===== src/rtl/fifo_pkg.sv =====
`default_nettype none
// ============================================================================
//  Module      : fifo_pkg
//  Description : Shared constants, depth/pointer helpers and flag struct for
//                the single-clock FIFO controller.
//  Revision    : 1.0 - initial release
// ============================================================================
package fifo_pkg;

    localparam int c_DEF_DATA_SIZE = 8;
    localparam int c_DEF_ADDR_SIZE = 4;

    function automatic int fifo_depth(input int addr_size);
        return 1 << addr_size;
    endfunction

    // One extra MSB beyond the address distinguishes full from empty.
    function automatic int ptr_width(input int addr_size);
        return addr_size + 1;
    endfunction

    localparam int c_DEF_DEPTH        = fifo_depth(c_DEF_ADDR_SIZE);
    localparam int c_DEF_PTR_WIDTH    = ptr_width(c_DEF_ADDR_SIZE);
    localparam int c_DEF_AFULL_LEVEL  = c_DEF_DEPTH - 2;
    localparam int c_DEF_AEMPTY_LEVEL = 2;

    typedef struct packed {
        logic wfull;
        logic walmost_full;
        logic rempty;
        logic ralmost_empty;
    } fifo_flags_t;

    // Status flags for a given occupancy; evaluated on the next-cycle count.
    function automatic fifo_flags_t fifo_flags(
        input int count,
        input int depth,
        input int afull_level,
        input int aempty_level
    );
        fifo_flags_t f;
        f.wfull         = (count == depth);
        f.walmost_full  = (count >= afull_level);
        f.rempty        = (count == 0);
        f.ralmost_empty = (count <= aempty_level);
        return f;
    endfunction

endpackage
`default_nettype wire


===== src/rtl/sync_fifo_ctrl_if.sv =====
`default_nettype none
// ============================================================================
//  Module      : sync_fifo_ctrl_if
//  Description : Producer/consumer bus of the single-clock FIFO. The master
//                side drives requests, the slave (FIFO) side returns status.
//  Revision    : 1.0 - initial release
// ============================================================================
interface sync_fifo_ctrl_if
    import fifo_pkg::*;
#(
    parameter int DATA_SIZE = c_DEF_DATA_SIZE,
    parameter int ADDR_SIZE = c_DEF_ADDR_SIZE
);

    logic                  flush;
    logic                  winc;
    logic [DATA_SIZE-1:0]  wdata;
    logic                  wfull;
    logic                  walmost_full;
    logic                  rinc;
    logic [DATA_SIZE-1:0]  rdata;
    logic                  rvalid;
    logic                  rempty;
    logic                  ralmost_empty;
    logic [ADDR_SIZE:0]    count;
    logic                  overflow;
    logic                  underflow;

    modport master (
        output flush,
        output winc,
        output wdata,
        output rinc,
        input  wfull,
        input  walmost_full,
        input  rdata,
        input  rvalid,
        input  rempty,
        input  ralmost_empty,
        input  count,
        input  overflow,
        input  underflow
    );

    modport slave (
        input  flush,
        input  winc,
        input  wdata,
        input  rinc,
        output wfull,
        output walmost_full,
        output rdata,
        output rvalid,
        output rempty,
        output ralmost_empty,
        output count,
        output overflow,
        output underflow
    );

endinterface
`default_nettype wire


===== src/rtl/fifo_dpram.sv =====
`default_nettype none
// ============================================================================
//  Module      : fifo_dpram
//  Description : Simple dual-port FIFO storage, one write port and one
//                registered read port. The array itself is never reset.
//  Revision    : 1.0 - initial release
// ============================================================================
module fifo_dpram
    import fifo_pkg::*;
#(
    parameter int DATA_SIZE = c_DEF_DATA_SIZE,
    parameter int ADDR_SIZE = c_DEF_ADDR_SIZE
) (
    input  logic                 clk,
    input  logic                 rst_n,
    input  logic                 i_we,
    input  logic [ADDR_SIZE-1:0] i_waddr,
    input  logic [DATA_SIZE-1:0] i_wdata,
    input  logic                 i_re,
    input  logic [ADDR_SIZE-1:0] i_raddr,
    output logic [DATA_SIZE-1:0] o_rdata
);

    localparam int c_DEPTH = fifo_depth(ADDR_SIZE);

    logic [DATA_SIZE-1:0] r_mem [c_DEPTH];
    logic [DATA_SIZE-1:0] r_rdata;

    always_ff @(posedge clk) begin
        if (i_we) begin
            r_mem[i_waddr] <= i_wdata;
        end
    end

    // A same-address write in this cycle is not forwarded: old data is read.
    always_ff @(posedge clk or negedge rst_n) begin
        if (!rst_n) begin
            r_rdata <= '0;
        end else if (i_re) begin
            r_rdata <= r_mem[i_raddr];
        end
    end

    assign o_rdata = r_rdata;

endmodule
`default_nettype wire


===== src/rtl/sync_fifo_ctrl.sv =====
`default_nettype none
// ============================================================================
//  Module      : sync_fifo_ctrl
//  Description : Single-clock FIFO: pointers, occupancy, registered flags,
//                synchronous flush and sticky overflow/underflow errors.
//  Revision    : 1.0 - initial release
// ============================================================================
module sync_fifo_ctrl
    import fifo_pkg::*;
#(
    parameter int DATA_SIZE    = c_DEF_DATA_SIZE,
    parameter int ADDR_SIZE    = c_DEF_ADDR_SIZE,
    parameter int AFULL_LEVEL  = fifo_depth(ADDR_SIZE) - 2,
    parameter int AEMPTY_LEVEL = c_DEF_AEMPTY_LEVEL
) (
    input  logic            clk,
    input  logic            rst_n,
    sync_fifo_ctrl_if.slave bus
);

    localparam int                 c_DEPTH   = fifo_depth(ADDR_SIZE);
    localparam int                 c_PTR_W   = ptr_width(ADDR_SIZE);
    localparam logic [c_PTR_W-1:0] c_PTR_ONE = c_PTR_W'(1);
    localparam fifo_flags_t        c_FLAGS_CLEAR =
        fifo_flags(0, c_DEPTH, AFULL_LEVEL, AEMPTY_LEVEL);

    logic [c_PTR_W-1:0]   r_wptr;
    logic [c_PTR_W-1:0]   r_rptr;
    logic [c_PTR_W-1:0]   r_count;
    fifo_flags_t          r_flags;
    logic                 r_overflow;
    logic                 r_underflow;
    logic                 r_rvalid;

    logic                 w_do_read;
    logic                 w_do_write;
    logic                 w_read_en;
    logic                 w_write_en;
    logic [c_PTR_W-1:0]   w_count_next;
    fifo_flags_t          w_flags_next;
    logic [DATA_SIZE-1:0] w_rdata;

    // A write into a full FIFO is legal only when a read frees a slot in the
    // same cycle; a read from an empty FIFO never borrows the incoming word.
    always_comb begin
        w_do_read    = bus.rinc && !r_flags.rempty;
        w_do_write   = bus.winc && (!r_flags.wfull || w_do_read);
        w_read_en    = w_do_read  && !bus.flush;
        w_write_en   = w_do_write && !bus.flush;
        w_count_next = r_count
                     + (w_write_en ? c_PTR_ONE : '0)
                     - (w_read_en  ? c_PTR_ONE : '0);
        w_flags_next = fifo_flags(int'(w_count_next), c_DEPTH,
                                  AFULL_LEVEL, AEMPTY_LEVEL);
    end

    always_ff @(posedge clk or negedge rst_n) begin
        if (!rst_n) begin
            r_wptr      <= '0;
            r_rptr      <= '0;
            r_count     <= '0;
            r_flags     <= c_FLAGS_CLEAR;
            r_overflow  <= 1'b0;
            r_underflow <= 1'b0;
            r_rvalid    <= 1'b0;
        end else if (bus.flush) begin
            r_wptr      <= '0;
            r_rptr      <= '0;
            r_count     <= '0;
            r_flags     <= c_FLAGS_CLEAR;
            r_overflow  <= 1'b0;
            r_underflow <= 1'b0;
            r_rvalid    <= 1'b0;
        end else begin
            if (w_write_en) begin
                r_wptr <= r_wptr + c_PTR_ONE;
            end
            if (w_read_en) begin
                r_rptr <= r_rptr + c_PTR_ONE;
            end
            r_count  <= w_count_next;
            r_flags  <= w_flags_next;
            r_rvalid <= w_read_en;
            if (bus.winc && !w_do_write) begin
                r_overflow <= 1'b1;
            end
            if (bus.rinc && !w_do_read) begin
                r_underflow <= 1'b1;
            end
        end
    end

    fifo_dpram #(
        .DATA_SIZE (DATA_SIZE),
        .ADDR_SIZE (ADDR_SIZE)
    ) u_dpram (
        .clk     (clk),
        .rst_n   (rst_n),
        .i_we    (w_write_en),
        .i_waddr (r_wptr[ADDR_SIZE-1:0]),
        .i_wdata (bus.wdata),
        .i_re    (w_read_en),
        .i_raddr (r_rptr[ADDR_SIZE-1:0]),
        .o_rdata (w_rdata)
    );

    assign bus.rdata         = w_rdata;
    assign bus.rvalid        = r_rvalid;
    assign bus.count         = r_count;
    assign bus.wfull         = r_flags.wfull;
    assign bus.walmost_full  = r_flags.walmost_full;
    assign bus.rempty        = r_flags.rempty;
    assign bus.ralmost_empty = r_flags.ralmost_empty;
    assign bus.overflow      = r_overflow;
    assign bus.underflow     = r_underflow;

endmodule
`default_nettype wire


===== src/flat_wrapper.sv =====
// flat-port wrapper written by rule: the top's interface ports become plain ports
module sync_fifo_ctrl_flat import fifo_pkg::*;
#(
    parameter int DATA_SIZE    = c_DEF_DATA_SIZE,
    parameter int ADDR_SIZE    = c_DEF_ADDR_SIZE,
    parameter int AFULL_LEVEL  = fifo_depth(ADDR_SIZE) - 2,
    parameter int AEMPTY_LEVEL = c_DEF_AEMPTY_LEVEL
)
  (clk, rst_n, bus_flush, bus_winc, bus_wdata, bus_rinc, bus_wfull, bus_walmost_full, bus_rdata, bus_rvalid, bus_rempty, bus_ralmost_empty, bus_count, bus_overflow, bus_underflow);
  sync_fifo_ctrl_if #(.DATA_SIZE(DATA_SIZE), .ADDR_SIZE(ADDR_SIZE)) bus_i ();
  input  logic clk;
  input  logic rst_n;
  input wire logic [$bits(bus_i.flush)-1:0] bus_flush;
  input wire logic [$bits(bus_i.winc)-1:0] bus_winc;
  input wire logic [$bits(bus_i.wdata)-1:0] bus_wdata;
  input wire logic [$bits(bus_i.rinc)-1:0] bus_rinc;
  output wire logic [$bits(bus_i.wfull)-1:0] bus_wfull;
  output wire logic [$bits(bus_i.walmost_full)-1:0] bus_walmost_full;
  output wire logic [$bits(bus_i.rdata)-1:0] bus_rdata;
  output wire logic [$bits(bus_i.rvalid)-1:0] bus_rvalid;
  output wire logic [$bits(bus_i.rempty)-1:0] bus_rempty;
  output wire logic [$bits(bus_i.ralmost_empty)-1:0] bus_ralmost_empty;
  output wire logic [$bits(bus_i.count)-1:0] bus_count;
  output wire logic [$bits(bus_i.overflow)-1:0] bus_overflow;
  output wire logic [$bits(bus_i.underflow)-1:0] bus_underflow;
  assign bus_i.flush = bus_flush;
  assign bus_i.winc = bus_winc;
  assign bus_i.wdata = bus_wdata;
  assign bus_i.rinc = bus_rinc;
  assign bus_wfull = bus_i.wfull;
  assign bus_walmost_full = bus_i.walmost_full;
  assign bus_rdata = bus_i.rdata;
  assign bus_rvalid = bus_i.rvalid;
  assign bus_rempty = bus_i.rempty;
  assign bus_ralmost_empty = bus_i.ralmost_empty;
  assign bus_count = bus_i.count;
  assign bus_overflow = bus_i.overflow;
  assign bus_underflow = bus_i.underflow;
  sync_fifo_ctrl #(.DATA_SIZE(DATA_SIZE), .ADDR_SIZE(ADDR_SIZE), .AFULL_LEVEL(AFULL_LEVEL), .AEMPTY_LEVEL(AEMPTY_LEVEL)) u_core (.clk(clk), .rst_n(rst_n), .bus(bus_i));
endmodule

===== config.mk =====
export PLATFORM = sky130hd
export DESIGN_NAME = sync_fifo_ctrl_flat
export DESIGN_NICKNAME = d
export VERILOG_FILES = /design/src/rtl/fifo_pkg.sv /design/src/rtl/sync_fifo_ctrl_if.sv /design/src/rtl/fifo_dpram.sv /design/src/rtl/sync_fifo_ctrl.sv /design/src/flat_wrapper.sv
export SDC_FILE = /design/constraint.sdc
export NUM_CORES = 1
export LEC_CHECK = 0
export ABC_AREA = 1
export CORE_MARGIN = 4
export CORE_UTILIZATION = 35
export DETAILED_ROUTE_END_ITERATION = 7
export PLACE_DENSITY = 0.61
export SETUP_SLACK_MARGIN = 0.3
export SLEW_MARGIN = 20
export SYNTH_ARGS = -nofsm -noshare
export SYNTH_HDL_FRONTEND = slang
export SYNTH_SLANG_ARGS = --single-unit
export TNS_END_PERCENT = 20

===== constraint.sdc =====
create_clock -name clk -period 4.3 [get_ports clk]
set_input_delay 0.645 -clock clk [delete_from_list [all_inputs] [get_ports clk]]
set_output_delay 0.645 -clock clk [all_outputs]
set_load 0.01 [all_outputs]

==> results.yml <==
floorplanning:
  floorplan.die_area_sq_mm: 0.0212
  floorplan.io_pins: 33
  fp.coreArea_sq_mm: 0.0187
  rows: 50
  die_width_um: 146
  initial_cell_density_of_the_core: 0.355
  die-height_um: 146
cells_and_area:
  layout.nets: 652
  diodes: 0
  final_layout_size_suffix_gt1_frac: 0.0905
  post-route-cell-area_sq_mm: 0.00775
  area.growth.synth_to_final_pct: 16.7
yosys:
  synth_most_common_cell: "nand2_1"
  postSynthAreaPerCell_sq_um: 11.2
  synthDominantAreaCellType: "edfxtp_1"
  mappedNetlistNets: 617
  synth_async_sr_flop_share: 0.179
  number_of_library_cell_types_mapped_by_synthesis: 28
  netlist_top_cells_area: "edfxtp_1 58%, nand2_1 12%, dfrtp_1 9.8%, nand3_1 6.2%, ha_1 1.9%"
  ys_ff_latch: 156
  seq_area_frac_synth: 0.685
  portion_of_synthesized_cell_area_occupied_by_the_leading_cell_type: 0.579
  ys_top_cells_by_count: "212 x nand2_1, 128 x edfxtp_1, 82 x nand3_1"
  syn-instance-count: 593
  synth-edff-count: 128
  number_of_synthesis_warnings: 0
  ys_dominant_reg_cell: "edfxtp_1"
  synthesis.area_sq_mm: 0.00664
clocking:
  cts_tree: "done"
  cts-htree-levels: 4
  number_of_buffers_on_the_longest_clock_path: 2
  worst_setup_hold_path_clk_slew_ns: 0.06
  clkSinkCount: 156
  ctsRootBufferMaster: "clkbuf_16"
  hold_buffers: 0
  clk-insertion-delay-late_ns: 0.43
  number_of_cts_inserted_buffers: 17
  cts_setup_buffers: 0
  cts_resized: 0
power_and_ir_drop:
  power.total_w: 0.00424
  power_leakage_nw: 2.95
  ir_drop_mv: 0.280
  power.density_mw_per_mm2: 547
routing:
  drtPass1Iterations: 5
  drt_iter0_drc: 404
  vias_per_cell: 5.02
  antenna_violating_nets_post_route: 0
  drc_errors: 0
  detail_route.wirelength_um: 15400
  avgRoutedWirePerCell_um: 17.6
  vias: 4396
timing:
  final_hold_viol_count: 0
  grt_setup_unrepaired: "no"
  timing.max_slew.rel_slack: 0.288
  final_clock_skew_ns: 0.00668
  setup-tns-final_ns: 0
  fmax_mhz: 356
  fin_hold_ws_ns: 0.482
  final.min_clock_period_ns: 2.81
  worst_max_slew_pin_slew_ns: 1.06
  final.period_utilization: 0.654
  timing.final.setup_violations: 0
  maxSlewViolCount: 0
place:
  dpl_cell_area_sq_mm: 0.00711
  dpl.hpwl_um: 10200
  finalWeightedCongestion: 0.905
  port_buffers: 32
global_route:
  grt_start_max_net_pins: 68
  grt_overflow_total: 0
  grt_pass1_vias: 4511
  grt_pass1_wl_um: 24200
  initial_antenna_violation_count: 0
  track_usage: 0.150
setup_path:
  slowest_stage: "clkdlybuf4s50_1"
  critical_path_required_ns: 4.64
  critical_path.cell_chain: "clkdlybuf4s50_1 > buf_4 > nor2_1 > buf_4 > ha_1 > inv_1 > ha_1 > fa_1 > xor2_1 > nand2_1 > inv_1 > nand2_1 > o21ai_0"
  critical_path.startpoint_type: "input pin"
  critical-path-max-stage-delay_ns: 0.46
  timing.critical_path.fanout_max: 12
  arrival_ns: 3.15
  timing.setup.critical_path_class: "input pin to register"
  end_kind: "register"
run:
  max_cap_violations: 0
worst_hold_path:
  hold_path_class: "register to register"
outcome:
  run_status: "complete, no violations"
## state kept, by name, summed over array words and instances, names as in the netlist, 4 cells and up
name and flops:
u_core.r_wptr 4, u_core.u_dpram.r_mem 128, u_core.u_dpram.o_rdata 8, u_core.bus.count 5, u_core.r_rptr 4
## area by class of cell
| cell class | count | area (sq um) |
|---|---|---|
| Clock buffer | 19 | 453 |
| Timing Repair Buffer | 41 | 388 |
| Fill cell | 1714 | 11000 |
| Clock inverter | 13 | 168 |
| Sequential cell | 156 | 4550 |
| Tap cell | 234 | 293 |
| Inverter | 28 | 111 |
| Multi-Input combinational cell | 384 | 1790 |
## power by group
group          switching (W)  total, W  leakage [nW]  internal (W)
clock               0.000594   0.00154         0.299      0.000945
combinational       0.000546  0.000874          1.14      0.000328
sequential         0.0000802   0.00183          1.51       0.00175
## cell usage in the layout, fill, tap and decap left out, types with 4 or more instances in the layout
cell type / netlist / layout
clkbuf_16: 0 / 17
ha_1: 10 / 10
nor3_2: 0 / 4
clkinv_4: 0 / 6
buf_4: 4 / 9
nand3_1: 82 / 82
dfrtp_1: 26 / 24
clkdlybuf4s50_1: 0 / 32
nor2_1: 24 / 24
inv_1: 23 / 23
edfxtp_1: 128 / 128
nor3_1: 15 / 11
nand2_1: 212 / 212
a21oi_1: 22 / 22
o21ai_0: 8 / 8
## critical path, delay by kind of cell
| family | cells | cell delay [ns] |
|---|---|---|
| xor gates and xnor gates | 1 | 0.22 |
| AOI/OAI and AO/OA | 1 | 0.19 |
| adders and majority gates | 3 | 0.91 |
| and+or+nand+nor | 3 | 0.23 |
| buffers and inverters | 5 | 0.95 |
## kinds of logic after synthesis
family,after synthesis,share of synthesized area
buf+inv,53,0.0490
flops,156,0.685
xor+xnor,4,0.00528
compound gates,31,0.0234
fa+ha+maj,11,0.0219
simple gates,338,0.216
## worst paths after layout
check | start | endpoint | cells after the start | slack, ns
setup / recovery | bus_flush | u_core.bus.walmost_full$_DFF_PN0_ | 13 | 1.49
setup reg to reg | u_core.bus.rempty$_DFF_PN1_ | u_core.bus.walmost_full$_DFF_PN0_ | 13 | 1.64
hold / removal | u_core.u_dpram.o_rdata[5]$_DFFE_PN0P_ | u_core.u_dpram.o_rdata[5]$_DFFE_PN0P_ | 2 | 0.48
hold reg to reg | u_core.u_dpram.o_rdata[5]$_DFFE_PN0P_ | u_core.u_dpram.o_rdata[5]$_DFFE_PN0P_ | 2 | 0.48
max in group asynchronous | rst_n | u_core.bus.rempty$_DFF_PN1_ | 2 | 3.41
min in group asynchronous | rst_n | u_core.bus.count[3]$_DFF_PN0_ | 2 | 0.59
## through the flow
stage / std cells / utilization / worst slack [ns]
after floorplan: 593 / - / 1.80
after global placement: 843 / 0.380 / 1.22
after detailed placement: 843 / 0.380 / 1.12
after CTS: 875 / 0.413 / 1.55
after global routing: 875 / 0.414 / 1.37
final: 875 / 0.414 / 1.49
## metal layers
metal / vias to the layer above / wire length (um) / global-route usage
li1: 2095 / - / -
met1: 2136 / 6430 / 0.184
met2: 133 / 7800 / 0.252
met3: 32 / 792 / 0.0343
met4: 0 / 414 / 0.0674
met5: - / 0 / 0
No activity file was read; power rests on OpenSTA's default activity.
